[config.mk]
export PLATFORM = sky130hd
export DESIGN_NAME = svc_rst_seq
export DESIGN_NICKNAME = d
export VERILOG_FILES = /design/src/rtl/svc_rst_pkg.sv /design/src/rtl/svc_rst_sync.sv /design/src/rtl/svc_rst_seq.sv
export SDC_FILE = /design/constraint.sdc
export NUM_CORES = 1
export LEC_CHECK = 0
export ABC_AREA = 1
export ABC_CLOCK_PERIOD_IN_PS = 1270
export BUFFER_PORTS_ARGS = -buffer_cell sky130_fd_sc_hd__buf_2
export CORE_AREA = 2 2 41 57
export DETAILED_ROUTE_END_ITERATION = 7
export DIE_AREA = 0 0 43 59
export PLACE_DENSITY = 0.47
export SYNTH_ARGS = -nofsm -noshare
export SYNTH_HDL_FRONTEND = slang
export SYNTH_HIERARCHICAL = 1
export SYNTH_SLANG_ARGS = --single-unit
[constraint.sdc]
create_clock -name clk -period 1.27 [get_ports clk]
set_input_delay 0.127 -clock clk [delete_from_list [all_inputs] [get_ports clk]]
set_output_delay 0.127 -clock clk [all_outputs]
set_load 0.05 [all_outputs]
[src/rtl/svc_rst_pkg.sv]
// +----------------------------------------------------------------------------+
// | svc_rst_pkg                                                                |
// | Shared state encoding and limits for the reset sequencer.                 |
// | Revision: 1.0                                                              |
// +----------------------------------------------------------------------------+
`default_nettype none

package svc_rst_pkg;

    typedef enum logic [1:0] {
        ST_SYNC = 2'd0,
        ST_HOLD = 2'd1,
        ST_RUN  = 2'd2
    } svc_rst_seq_state_t;

    localparam int SVC_RST_MIN_SYNC = 2;

endpackage : svc_rst_pkg

`default_nettype wire

[src/rtl/svc_rst_sync.sv]
// +----------------------------------------------------------------------------+
// | svc_rst_sync                                                               |
// | Release synchronizer: async clear, ones shifted in on clk.                |
// | Revision: 1.0                                                              |
// +----------------------------------------------------------------------------+
`default_nettype none

module svc_rst_sync
    import svc_rst_pkg::*;
#(
    parameter int SYNC_STAGES = 2
) (
    input  logic clk,
    input  logic rst_n,
    output logic sync_rst_n
);

    // Depths below the metastability minimum are silently raised to it.
    localparam int STAGES = (SYNC_STAGES < SVC_RST_MIN_SYNC) ? SVC_RST_MIN_SYNC : SYNC_STAGES;

    logic [STAGES-1:0] sync_q;
    logic [STAGES-1:0] sync_d;

    always_comb begin
        sync_d = {sync_q[STAGES-2:0], 1'b1};
    end

    always_ff @(posedge clk or negedge rst_n) begin
        if (!rst_n) begin
            sync_q <= '0;
        end else begin
            sync_q <= sync_d;
        end
    end

    assign sync_rst_n = sync_q[STAGES-1];

endmodule : svc_rst_sync

`default_nettype wire

[src/rtl/svc_rst_seq.sv]
// +----------------------------------------------------------------------------+
// | svc_rst_seq                                                                |
// | Reset sequencer: async assert, synchronized + held release, soft reset    |
// | handshake. Define SVC_RST_SEQ_CNT_EN to build the saturating reset_cnt.   |
// | Revision: 1.0                                                              |
// +----------------------------------------------------------------------------+
`default_nettype none

module svc_rst_seq
    import svc_rst_pkg::*;
#(
    parameter int SYNC_STAGES = 2,
    parameter int HOLD_CYCLES = 4,
    parameter int CNT_W       = 8
) (
    input  logic             clk,
    input  logic             rst_n,
    input  logic             soft_rst_req,
    output logic             soft_rst_ack,
    output logic             rst_out_n,
    output logic             rst_done,
    output logic             rst_done_pls,
    output logic [CNT_W-1:0] reset_cnt
);

    localparam int HCNT_W = $clog2(HOLD_CYCLES + 1);
    localparam logic [HCNT_W-1:0] HOLD_LAST = HCNT_W'(HOLD_CYCLES - 1);

    logic sync_rst_n;

    svc_rst_seq_state_t state_q, state_d;
    logic [HCNT_W-1:0]  hold_cnt_q, hold_cnt_d;
    logic               rst_out_n_q, rst_out_n_d;
    logic               done_pls_q, done_pls_d;
    logic               ack_q, ack_d;

    svc_rst_sync #(
        .SYNC_STAGES (SYNC_STAGES)
    ) u_sync (
        .clk        (clk),
        .rst_n      (rst_n),
        .sync_rst_n (sync_rst_n)
    );

    always_comb begin
        state_d     = state_q;
        hold_cnt_d  = hold_cnt_q;
        rst_out_n_d = rst_out_n_q;
        done_pls_d  = 1'b0;
        ack_d       = 1'b0;
        case (state_q)
            ST_SYNC: begin
                if (sync_rst_n) begin
                    state_d    = ST_HOLD;
                    hold_cnt_d = '0;
                end
            end
            ST_HOLD: begin
                if (hold_cnt_q == HOLD_LAST) begin
                    state_d     = ST_RUN;
                    hold_cnt_d  = '0;
                    rst_out_n_d = 1'b1;
                    done_pls_d  = 1'b1;
                end else begin
                    hold_cnt_d = hold_cnt_q + 1'b1;
                end
            end
            ST_RUN: begin
                // Only sampled here, so a held request re-resets once per release.
                if (soft_rst_req) begin
                    state_d     = ST_HOLD;
                    hold_cnt_d  = '0;
                    rst_out_n_d = 1'b0;
                    ack_d       = 1'b1;
                end
            end
            default: begin
                state_d     = ST_SYNC;
                hold_cnt_d  = '0;
                rst_out_n_d = 1'b0;
            end
        endcase
    end

    always_ff @(posedge clk or negedge rst_n) begin
        if (!rst_n) begin
            state_q     <= ST_SYNC;
            hold_cnt_q  <= '0;
            rst_out_n_q <= 1'b0;
            done_pls_q  <= 1'b0;
            ack_q       <= 1'b0;
        end else begin
            state_q     <= state_d;
            hold_cnt_q  <= hold_cnt_d;
            rst_out_n_q <= rst_out_n_d;
            done_pls_q  <= done_pls_d;
            ack_q       <= ack_d;
        end
    end

    assign rst_out_n    = rst_out_n_q;
    assign rst_done     = rst_out_n_q;
    assign rst_done_pls = done_pls_q;
    assign soft_rst_ack = ack_q;

`ifdef SVC_RST_SEQ_CNT_EN
    logic [CNT_W-1:0] reset_cnt_q, reset_cnt_d;

    always_comb begin
        reset_cnt_d = reset_cnt_q;
        if (done_pls_d && (reset_cnt_q != '1)) begin
            reset_cnt_d = reset_cnt_q + 1'b1;
        end
    end

    always_ff @(posedge clk or negedge rst_n) begin
        if (!rst_n) begin
            reset_cnt_q <= '0;
        end else begin
            reset_cnt_q <= reset_cnt_d;
        end
    end

    assign reset_cnt = reset_cnt_q;
`else
    assign reset_cnt = '0;
`endif

endmodule : svc_rst_seq

`default_nettype wire

Word level (Yosys, flattened, before mapping)
Cells that the tools add are included.
Word-level totals
  register bits after elaboration: 10
  input port bits: 3
  logic and storage cells: 33
Operators by class
  add/subtract/negate cells: 1
  equality and inequality tests: 6
  mux-type cells: 15
  bitwise logic cells: 1
  reductions and logical operators: 4
Operator list (count)
  2-to-1 mux 3 bit: 3
  one-hot mux 3 bit (3 select lines): 1
  2-to-1 mux 1 bit: 6
  2-to-1 mux 2 bit: 3
  one-hot mux 2 bit (3 select lines): 1
  AND reduction 3 bit: 2
  inequality test 2 bit (second input constant): 2
  adder 3 x 1 -> 3 bit (second input constant): 1
  equality test 3 x 2 -> 1 bit (second input constant): 1
  one-hot mux 1 bit (3 select lines): 1
  equality test 2 x 1 -> 1 bit (second input constant): 1
  equality test 2 bit (second input constant): 1
  zero test 2 bit: 1
  inequality test 2 x 1 -> 1 bit (second input constant): 1
  AND reduction 2 bit: 1
  inverter 1 bit: 1

Depth between registers and ports, before layout
Gate-level depths: netlist of run 1.
  depth in word-level cells: 3
  mapped depth: 6
  depth with buffers taken out: 6

Cells and area by module
Netlist of run 1, hierarchy kept.
By module, submodules not included
  svc_rst_seq: times used 1, cells each 51, area an instance 427.9 sq um, sequential area each 200.2 sq um
  svc_rst_sync: times used 1, cells each 3, area an instance 53.8 sq um, sequential area each 50.0 sq um

Least setup slack after synthesis of run 1
OpenSTA, ideal clock, no wires.
  path kind: flip-flop to output port
  start point: reg rst_out_n_q (netlist: rst_done)
  end point: out rst_out_n
  data arrival time: 0.904 ns
  path slack: 0.239 ns
  stages on the path, launching flop included: 2
  buffers on the path: 1
  cells stage by stage: dfrtp_1 > buf_4
RTL lines
  start: declaration: RTL line svc_rst_seq.sv:33  | logic rst_out_n_q, rst_out_n_d;
  start signal: assignment: RTL line svc_rst_seq.sv:95  | rst_out_n_q <= rst_out_n_d;
  end: declaration: RTL line svc_rst_seq.sv:20  | output logic rst_out_n,
No word-level cell between the ends.

Worst setup path after layout of run 1
  start point: reg hold_cnt_q[0]
  end point: reg hold_cnt_q[0]
On the way
  word-level cells in the longest chain between the ends: 3
RTL lines
  start: declaration: RTL line svc_rst_seq.sv:32  | logic [HCNT_W-1:0] hold_cnt_q, hold_cnt_d;
  start signal: assignment: RTL line svc_rst_seq.sv:94  | hold_cnt_q <= hold_cnt_d;
  adder 3 x 1 -> 3 bit / equality test 3 x 2 -> 1 bit (equally long branches): RTL line svc_rst_seq.sv:65, svc_rst_seq.sv:59
  2-to-1 mux 3 bit *: RTL line svc_rst_seq.sv:59  | if (hold_cnt_q == HOLD_LAST) begin
  one-hot mux 3 bit (3 select lines) *: RTL line svc_rst_seq.sv:51  | case (state_q)
Every way passes the cells marked *; elsewhere a longest branch is shown, timed or not.
A chain may end at the register's enable or synchronous reset.

==> results.cfg, run 1 <==
[yosys]
synth_compound_area_frac = 0.0260
synth_fa_ha_area_frac = 0.0260
synth_seq_area_share = 0.519
yosys.area.top_type = dfrtp_1
synth_area_um2 = 482
ys_warn_count = 6
synthTopCellsByArea = dfrtp_1 52%, buf_4 14%, nand2_1 12%, inv_1 4.7%, ha_1 2.6%
post_synth_and_or_nand_nor_area_fraction = 0.210
synth_mux_area_frac = 0
synth-xor-area-share = 0
synth_edf_count = 0
ys_async_sr_fraction = 1.00
synth_top_family_by_area = simple AND/OR/NAND/NOR gates
synth-main-ff-cell = dfrtp_1
yosysUniqueCellTypes = 16
netlist_instances = 54
syn_area_per_cell_um2 = 8.92
ys_seq_elements = 10
synth.most_common_cell = nand2_1
synth_common_cells = 15 x nand2_1, 10 x dfrtp_1, 9 x buf_4
synth_top_area_share = 0.519

[setup_path]
arrival_ps = 1190
cpPeakStageDelay_ps = 380
cpMostUsedCell = nand2_1
critPathKind = reg2reg
worstPathRequired_ps = 1430
cp-end-kind = flip-flop
critPathMaxFanout = 3
worst_path_max_delay_cell = dfrtp_1
path_cells = ha_1 > nand2_1 > nand2_2 > clkinv_1 > nand2_1 > nand2_1
start_kind = flip-flop

[clocking]
cts_tree = built
htreeDepth = 1
numClockSinks = 10
clk_pin_slew_ps = 70
clk_latency_ps = 260
cts_buffer_depth = 2
cts_buffers = 3
cts_root_buf = clkbuf_4
cts_setup_buffers = 0

[finish]
drive_above_1_share = 0.222
diodes = 0
fillers = 220
area_growth_pct = 12.7
nets = 68
layout.cells.non_filler = 84

[die]
rows = 19
die_area_um2 = 2540
core-area_um2 = 2000
die_y_um = 59
pin_count = 15
start_util = 0.241
die_width_um = 43

[place]
numPortBuffers = 6
place_inst = 79
gp_congestion = 0.686
dpl.hpwl_um = 546

[global_route]
grt_pass1_wl_um = 1310
met3_usage = 0.0183
grt_pass1_vias = 335
grt_use_met1 = 0.0709
busiest_layer = met2
grt_max_degree = 11
grt_overflow_total = 0
track_usage = 0.0730
antenna_found_initial = 0
grt_use_met2 = 0.126

[power_and_ir_drop]
leakagePower_nw = 0.327
p_per_area_nw_per_um2 = 2270
vdd_drop_max_mv = 0.806

[timing]
clock_skew_ps = 4.52
final_hold_viol_count = 0
grt_setup_unrepaired = false
finalMaxSlewViolations = 0
clock.fmax_mhz = 973
finalCriticalPeriod_ps = 1030
fin_tns_setup_ps = 0
setup_viol = 0
finalCritPeriodShare = 0.809

[route]
ant_nets = 0
firstDrtPassIters = 2
post_drt_wl_per_cell_um = 8.73
remaining_drc_errors = 0
wirelength_um = 733
drt_iter0_markers = 1
routed_via_density = 3.71
dr_total_vias = 312

[status]
outcome = finished, final reports clean

[flow_run]
maxCapViolCount = 0

[min_path]
hold_path.class = in2reg
-- area by class of cell --
| type | instances | area (um2) | share of cell area |
|---|---|---|---|
| sequential | 10 | 250 | 0.461 |
| multi-input combinational | 34 | 160 | 0.295 |
| timing repair buffer | 7 | 40.0 | 0.0737 |
| clock buffer | 4 | 36.3 | 0.0668 |
| inverter | 8 | 30.0 | 0.0553 |
| tap | 21 | 26.3 | 0.0484 |
-- sequential cells by signal, indices dropped and copies added, names as in the netlist --
signal,count
rst_done_pls,1
rst_done,1
soft_rst_ack,1
u_sync/sync_q,2
state_q,2
hold_cnt_q,3
-- report_power, final --
group	switching (mW)	leakage, nW	internal [mW]
registers	0.0631	0.127	0.399
logic	0.350	0.179	0.134
clock network	0.113	0.0210	0.174
-- metal layers --
metal / wire, um / share of wire
met1: 267 / 0.36
met3: 41 / 0.056
met2: 412 / 0.56
met5: 0 / 0
met4: 12 / 0.016
-- critical path: cells and delay by family, from the launching register on --
family / cells / cell delay, ps
AND/OR/NAND/NOR: 4 / 280
adder cells (fa/ha/maj): 1 / 180
flip-flops: 1 / 380
buffers and inverters: 1 / 80
-- worst paths after layout --
| path | startpoint | depth (start not counted) | slack, ps | to |
|---|---|---|---|---|
| max | hold_cnt_q[0] | 6 | 240 | hold_cnt_q[0] |
| min | soft_rst_req | 3 | 120 | soft_rst_ack |
| max reg2reg | hold_cnt_q[0] | 6 | 240 | hold_cnt_q[0] |
| min reg2reg | u_sync/sync_q[0] | 0 | 350 | u_sync/sync_q[1] |
| max in group asynchronous | rst_n | 2 | 800 | soft_rst_ack |
| min in group asynchronous | rst_n | 2 | 270 | hold_cnt_q[0] |
-- cell families (layout without fill, tap and decap cells) --
family                     after synthesis  after routing
and+or+nand+nor                         22             22
AOI/OAI and AO/OA                        2              2
DFF                                     10             10
other                                    2              9
buffers and inverters                   17             19
adders and majority gates                1              1
-- layout by cell type, fill, tap and decap left out --
cell type      synthesis  routed
nor3_1                 1       1
clkbuf_4               0       3
nor2_4                 1       1
a21o_1                 1       1
dfrtp_1               10      10
nor2_1                 1       1
conb_1                 2       9
ha_1                   1       1
clkinv_1               1       1
clkbuf_8               0       1
nand3b_1               1       1
inv_2                  1       1
inv_1                  6       6
o21ai_1                1       1
nand2_1               15      15
dlygate4sd3_1          0       1
buf_2                  0       6
nand3_1                1       1
nand2_2                2       2
-- per-stage QoR --
stage / util / cell area [um2] / hold WS (ps) / power (mW) / setup WS [ps]
2_1_floorplan: - / 508 / -169 / 0.890 / 239
3_3_place_gp: 0.249 / 497 / 3.48 / 0.948 / 265
3_5_place_dp: 0.249 / 497 / 4.40 / 0.961 / 237
4_1_cts: 0.272 / 543 / 105 / 1.25 / 229
5_1_grt: 0.272 / 543 / 115 / 1.33 / 127
6_report: 0.272 / 543 / 116 / 1.23 / 243
-- what timing repair did --
| action | in CTS | in global routing |
|---|---|---|
| resized for setup | 0 | 0 |
| hold buffers | 1 | 0 |
| endpoints found under the hold margin | 10 | 0 |
| setup endpoints to repair | 0 | 0 |
Note: power is estimated with default switching activity, not from simulation.
==> run 2: changes to the inputs <==
- ABC_CLOCK_PERIOD_IN_PS: 1270 -> 1000
- clock period: 1.27 -> 1 ns (I/O delays scaled with it)
==> run 2 against run 1 <==
Net effect:
- clock-buffer cell count unchanged
- critical path depth unchanged
- clock power grew 24%
- cell count is 3.6% higher
- core utilization is 2.2 points higher
==> results.cfg, run 2 (synthesis results as in run 1) <==
[power_and_ir_drop]
pwr-share-clk = 0.210
report.power.total_mw = 1.69
internal-power_mw = 0.999
p_per_area_nw_per_um2 = 2890
p_comb_frac = 0.442
p_switching_mw = 0.694
p_seq_frac = 0.349
leakagePower_nw = 0.341
p_sw_frac = 0.410
vdd_drop_max_mv = 0.820

[global_route]
grt_overflow_total = 0
grt_pass1_vias = 302
antenna_found_initial = 0
grt_max_degree = 11
track_usage = 0.0680
grt_pass1_wl_um = 1280

[setup_path]
arrival_ps = 1140
rrSetupSlack_ps = 8
worstReg2RegStart = hold_cnt_q[0]
critPathKind = reg2reg
critPathMaxFanout = 3
r2r-end = hold_cnt_q[1]
start_kind = flip-flop
crit_start = hold_cnt_q[0]
worstPathRequired_ps = 1150
cp-end-kind = flip-flop
rr_worst_depth = 6

[min_path]
hp-start = soft_rst_req
hold_path_end = soft_rst_ack
hold-path-cell-count = 3
hold_path.class = in2reg

[timing]
finalMaxSlewViolations = 0
finalCriticalPeriod_ps = 992
clock_skew_ps = 4.32
fin_tns_setup_ps = 0
grt_setup_unrepaired = true
setup_viol = 0
final_hold_viol_count = 0
clock.fmax_mhz = 1010
finalCritPeriodShare = 0.992

[route]
remaining_drc_errors = 0
ant_nets = 0
post_drt_wl_per_cell_um = 8.09
firstDrtPassIters = 2
drt_iter0_markers = 1
dr_total_vias = 327
wirelength_um = 704
routed_via_density = 3.76

[finish]
nets = 71
regMostFlops = hold_cnt_q
layout_common_cells = 13 x nand2_1, 9 x conb_1, 8 x dfrtp_1
stdcell_area_um2 = 587
reg.largest.list = hold_cnt_q: 3 flops, state_q: 2 flops, u_sync/sync_q: 2 flops
final_common_cell = nand2_1
drive_above_1_share = 0.379
diodes = 0
largest_register_ffs = 3
area_growth_pct = 21.8

[clocking]
cts_buffers = 3
numClockSinks = 10
cts_root_buf = clkbuf_4
cts_buffer_depth = 2
htreeDepth = 1
cts_tree = built
clk_latency_ps = 260
clk_pin_slew_ps = 70

[die]
core-area_um2 = 2000
die_y_um = 59
start_util = 0.241
rows = 19
die_width_um = 43
die_area_um2 = 2540
pin_count = 15

[place]
gp_congestion = 0.648
dpl_cell_area_um2 = 505
numPortBuffers = 6
dpl.hpwl_um = 538

[flow_run]
maxCapViolCount = 0

[status]
outcome = finished, final reports clean
## run 2: cell types whose count changed in the layout (fill, tap and decap cells not counted), sizes merged
| cell | change |
|---|---|
| buf | +3 |
## run 2: what timing repair did
action / 4_1_cts / 5_1_grt
gates resized for setup: 2 / 9
hold buffers: 1 / 0
endpoints found under the setup margin: 5 / 9
pin swaps: 2 / 6
endpoints found under the hold margin: 10 / 0
buffers inserted: 0 / 2
cloned: 0 / 0
## run 2: worst max-delay path: stages (launching register included)
cell and delay [ps]:
dfrtp_1 370, ha_2 200, nand2_2 60, nand2_2 90, clkinv_2 60, nand2_1 50
nand2_1 50
## run 2: through the flow
step	util	hold slack (ps)	setup WS (ps)	instances
finish	0.294	99.6	7.75	87
global route	0.294	91.6	-70.6	87
CTS	0.278	73.9	6.12	85
detailed placement	0.253	-24.4	-19.3	80
global placement	0.253	-25.3	12.8	80
floorplan	-	-196	55.6	61
## run 2: final cells by class
cell class | instances | area [um2]
Inverter | 8 | 31.3
Timing Repair Buffer | 10 | 67.6
Multi-Input combinational cell | 34 | 173
Tap cell | 21 | 26.3
Clock buffer | 4 | 36.3
Sequential cell | 10 | 253
Fill cell | 229 | 1410
## run 2: worst max-delay path by stage
stage | endpoint | cells past startpoint
floorplan | rst_done | 6
global placement | rst_done | 5
detailed placement | hold_cnt_q[0] | 6
CTS | hold_cnt_q[0] | 6
global route | hold_cnt_q[1] | 6
finish | hold_cnt_q[1] | 6
## run 2: power groups by stage
stage / Clock, mW / Sequential [mW] / Combinational [mW]
finish: 0.355 / 0.590 / 0.748
global route: 0.394 / 0.603 / 0.841
CTS: 0.373 / 0.586 / 0.675
detailed placement: 0 / 0.592 / 0.655
global placement: 0 / 0.588 / 0.643
floorplan: 0 / 0.676 / 0.458
## run 2: layer usage
| layer | GRT usage | routed length, um |
|---|---|---|
| met1 | 0.0785 | 275 |
| met2 | 0.113 | 377 |
| met3 | 0.0183 | 39 |
| met4 | 0.0390 | 12 |
| met5 | 0 | 0 |
==> run 3: changes to the inputs <==
- BUFFER_PORTS_ARGS: -buffer_cell sky130_fd_sc_hd__buf_2 -> not set
- DONT_BUFFER_PORTS: not set -> 1
- PLACE_DENSITY: 0.47 -> 0.41
==> run 3 against run 2 <==
Net effect:
- core utilization fell by 1.8 points
- clock power fell by 15%
- sequential power rose by 9.5%
- clock-buffer cell count did not move
- critical endpoint is now soft_rst_ack
- highest routed layer unchanged
==> results.cfg, run 3 (synthesis results as in run 1) <==
[clocking]
cts_tree = built
htreeDepth = 1
cts_root_buf = clkbuf_4
cts_buffer_depth = 2
numClockSinks = 10
cts_buffers = 3
clk_latency_ps = 270
clk_pin_slew_ps = 70

[finish]
regMostFlops = hold_cnt_q
diodes = 0
nets = 65
reg.largest.list = hold_cnt_q: 3 flops, state_q: 2 flops, u_sync/sync_q: 2 flops
area_growth_pct = 14.5
final_common_cell = nand2_1
drive_above_1_share = 0.267
largest_register_ffs = 3
layout_common_cells = 13 x nand2_1, 9 x conb_1, 7 x dfrtp_1

[die]
start_util = 0.241
die_width_um = 43
pin_count = 15
die_area_um2 = 2540
die_y_um = 59
core-area_um2 = 2000
rows = 19

[global_route]
track_usage = 0.0698
antenna_found_initial = 0
grt_max_degree = 11
grt_overflow_total = 0
grt_pass1_wl_um = 1220
grt_pass1_vias = 305

[route]
post_drt_wl_per_cell_um = 9.37
routed_via_density = 3.90
drt_iter0_markers = 6
ant_nets = 0
remaining_drc_errors = 0
firstDrtPassIters = 4
wirelength_um = 759
dr_total_vias = 316

[setup_path]
rrSetupSlack_ps = 70
worstReg2RegStart = hold_cnt_q[0]
start_kind = flip-flop
rr_worst_depth = 6
cp-end-kind = output port
worstPathRequired_ps = 900
critPathMaxFanout = 1
arrival_ps = 880
critPathKind = reg2out
r2r-end = rst_done

[timing]
worst_slack_ps = 24.1
fin_tns_setup_ps = 0
final_hold_viol_count = 0
setup_viol = 0
finalCriticalPeriod_ps = 976
clock.fmax_mhz = 1020
finalCritPeriodShare = 0.976
clock_skew_ps = 7.94
finalMaxSlewViolations = 0
grt_setup_unrepaired = true

[place]
dpl.hpwl_um = 517
gp_congestion = 0.659
place_ws_ps = 15.6
numPortBuffers = 0

[status]
outcome = finished, final reports clean

[power_and_ir_drop]
leakagePower_nw = 0.307
vdd_drop_max_mv = 0.925
report.power.total_mw = 1.59
p_per_area_nw_per_um2 = 2880

[min_path]
hold-path-cell-count = 4
hold_path.class = in2reg
hp-start = soft_rst_req
hold_path_end = rst_done

[flow_run]
maxCapViolCount = 0
-- run 3: cell types whose count changed in the layout (fill, tap and decap cells not counted), sizes merged --
cell,delta
inv,+1
dlygate4sd3,+1
clkinv,-1
buf,-7
-- run 3: power by group --
part	internal, mW	total [mW]	leakage, nW	switching [mW]
registers	0.514	0.646	0.123	0.131
logic	0.228	0.642	0.169	0.414
clock network	0.154	0.301	0.0150	0.146
-- run 3: final cells by class --
class                           count  area (um2)
Tap cell                           21        26.3
Timing Repair Buffer                4        47.5
Clock buffer                        4        26.3
Fill cell                         229        1450
Multi-Input combinational cell     34         168
Inverter                            8        30.0
Sequential cell                    10         254
-- run 3: worst min-delay path: cells and delay by family --
kind | cells | cell delay (ps)
simple gates | 3 | 140
compound gates | 1 | 90
-- run 3: how the worst max path moves through the flow --
| stage | from | to | slack [ps] | cells after the start |
|---|---|---|---|---|
| 6_report | soft_rst_ack | soft_rst_ack | 20 | 0 |
| 5_1_grt | hold_cnt_q[1] | rst_done | -30 | 6 |
| 4_1_cts | rst_done_pls | rst_done_pls | 0.9 | 0 |
| 3_5_place_dp | hold_cnt_q[0] | rst_done | 20 | 5 |
| 3_3_place_gp | hold_cnt_q[0] | rst_done | 10 | 5 |
| 2_1_floorplan | hold_cnt_q[0] | rst_done | 60 | 6 |
-- run 3: stage by stage --
step | hold WS, ps | std cells | cell area (um2) | utilization
floorplan | -196 | 61 | 509 | -
global placement | -195 | 75 | 495 | 0.248
detailed placement | -195 | 75 | 495 | 0.248
CTS | 72.2 | 81 | 544 | 0.273
global route | 125 | 81 | 552 | 0.276
finish | 82.8 | 81 | 552 | 0.276
-- run 3: what timing repair did --
item | CTS | global route
resized for setup | 1 | 5
pin swaps | 0 | 5
hold endpoints to repair | 11 | 0
buffers inserted | 0 | 0
setup endpoints to repair | 1 | 8
hold buffers | 2 | 0
-- run 3: per-layer routing --
layer / GRT usage / wire length, um
met1: 0.0706 / 308
met2: 0.108 / 401
met3: 0.0183 / 34
met4: 0.0779 / 14
met5: 0 / 0
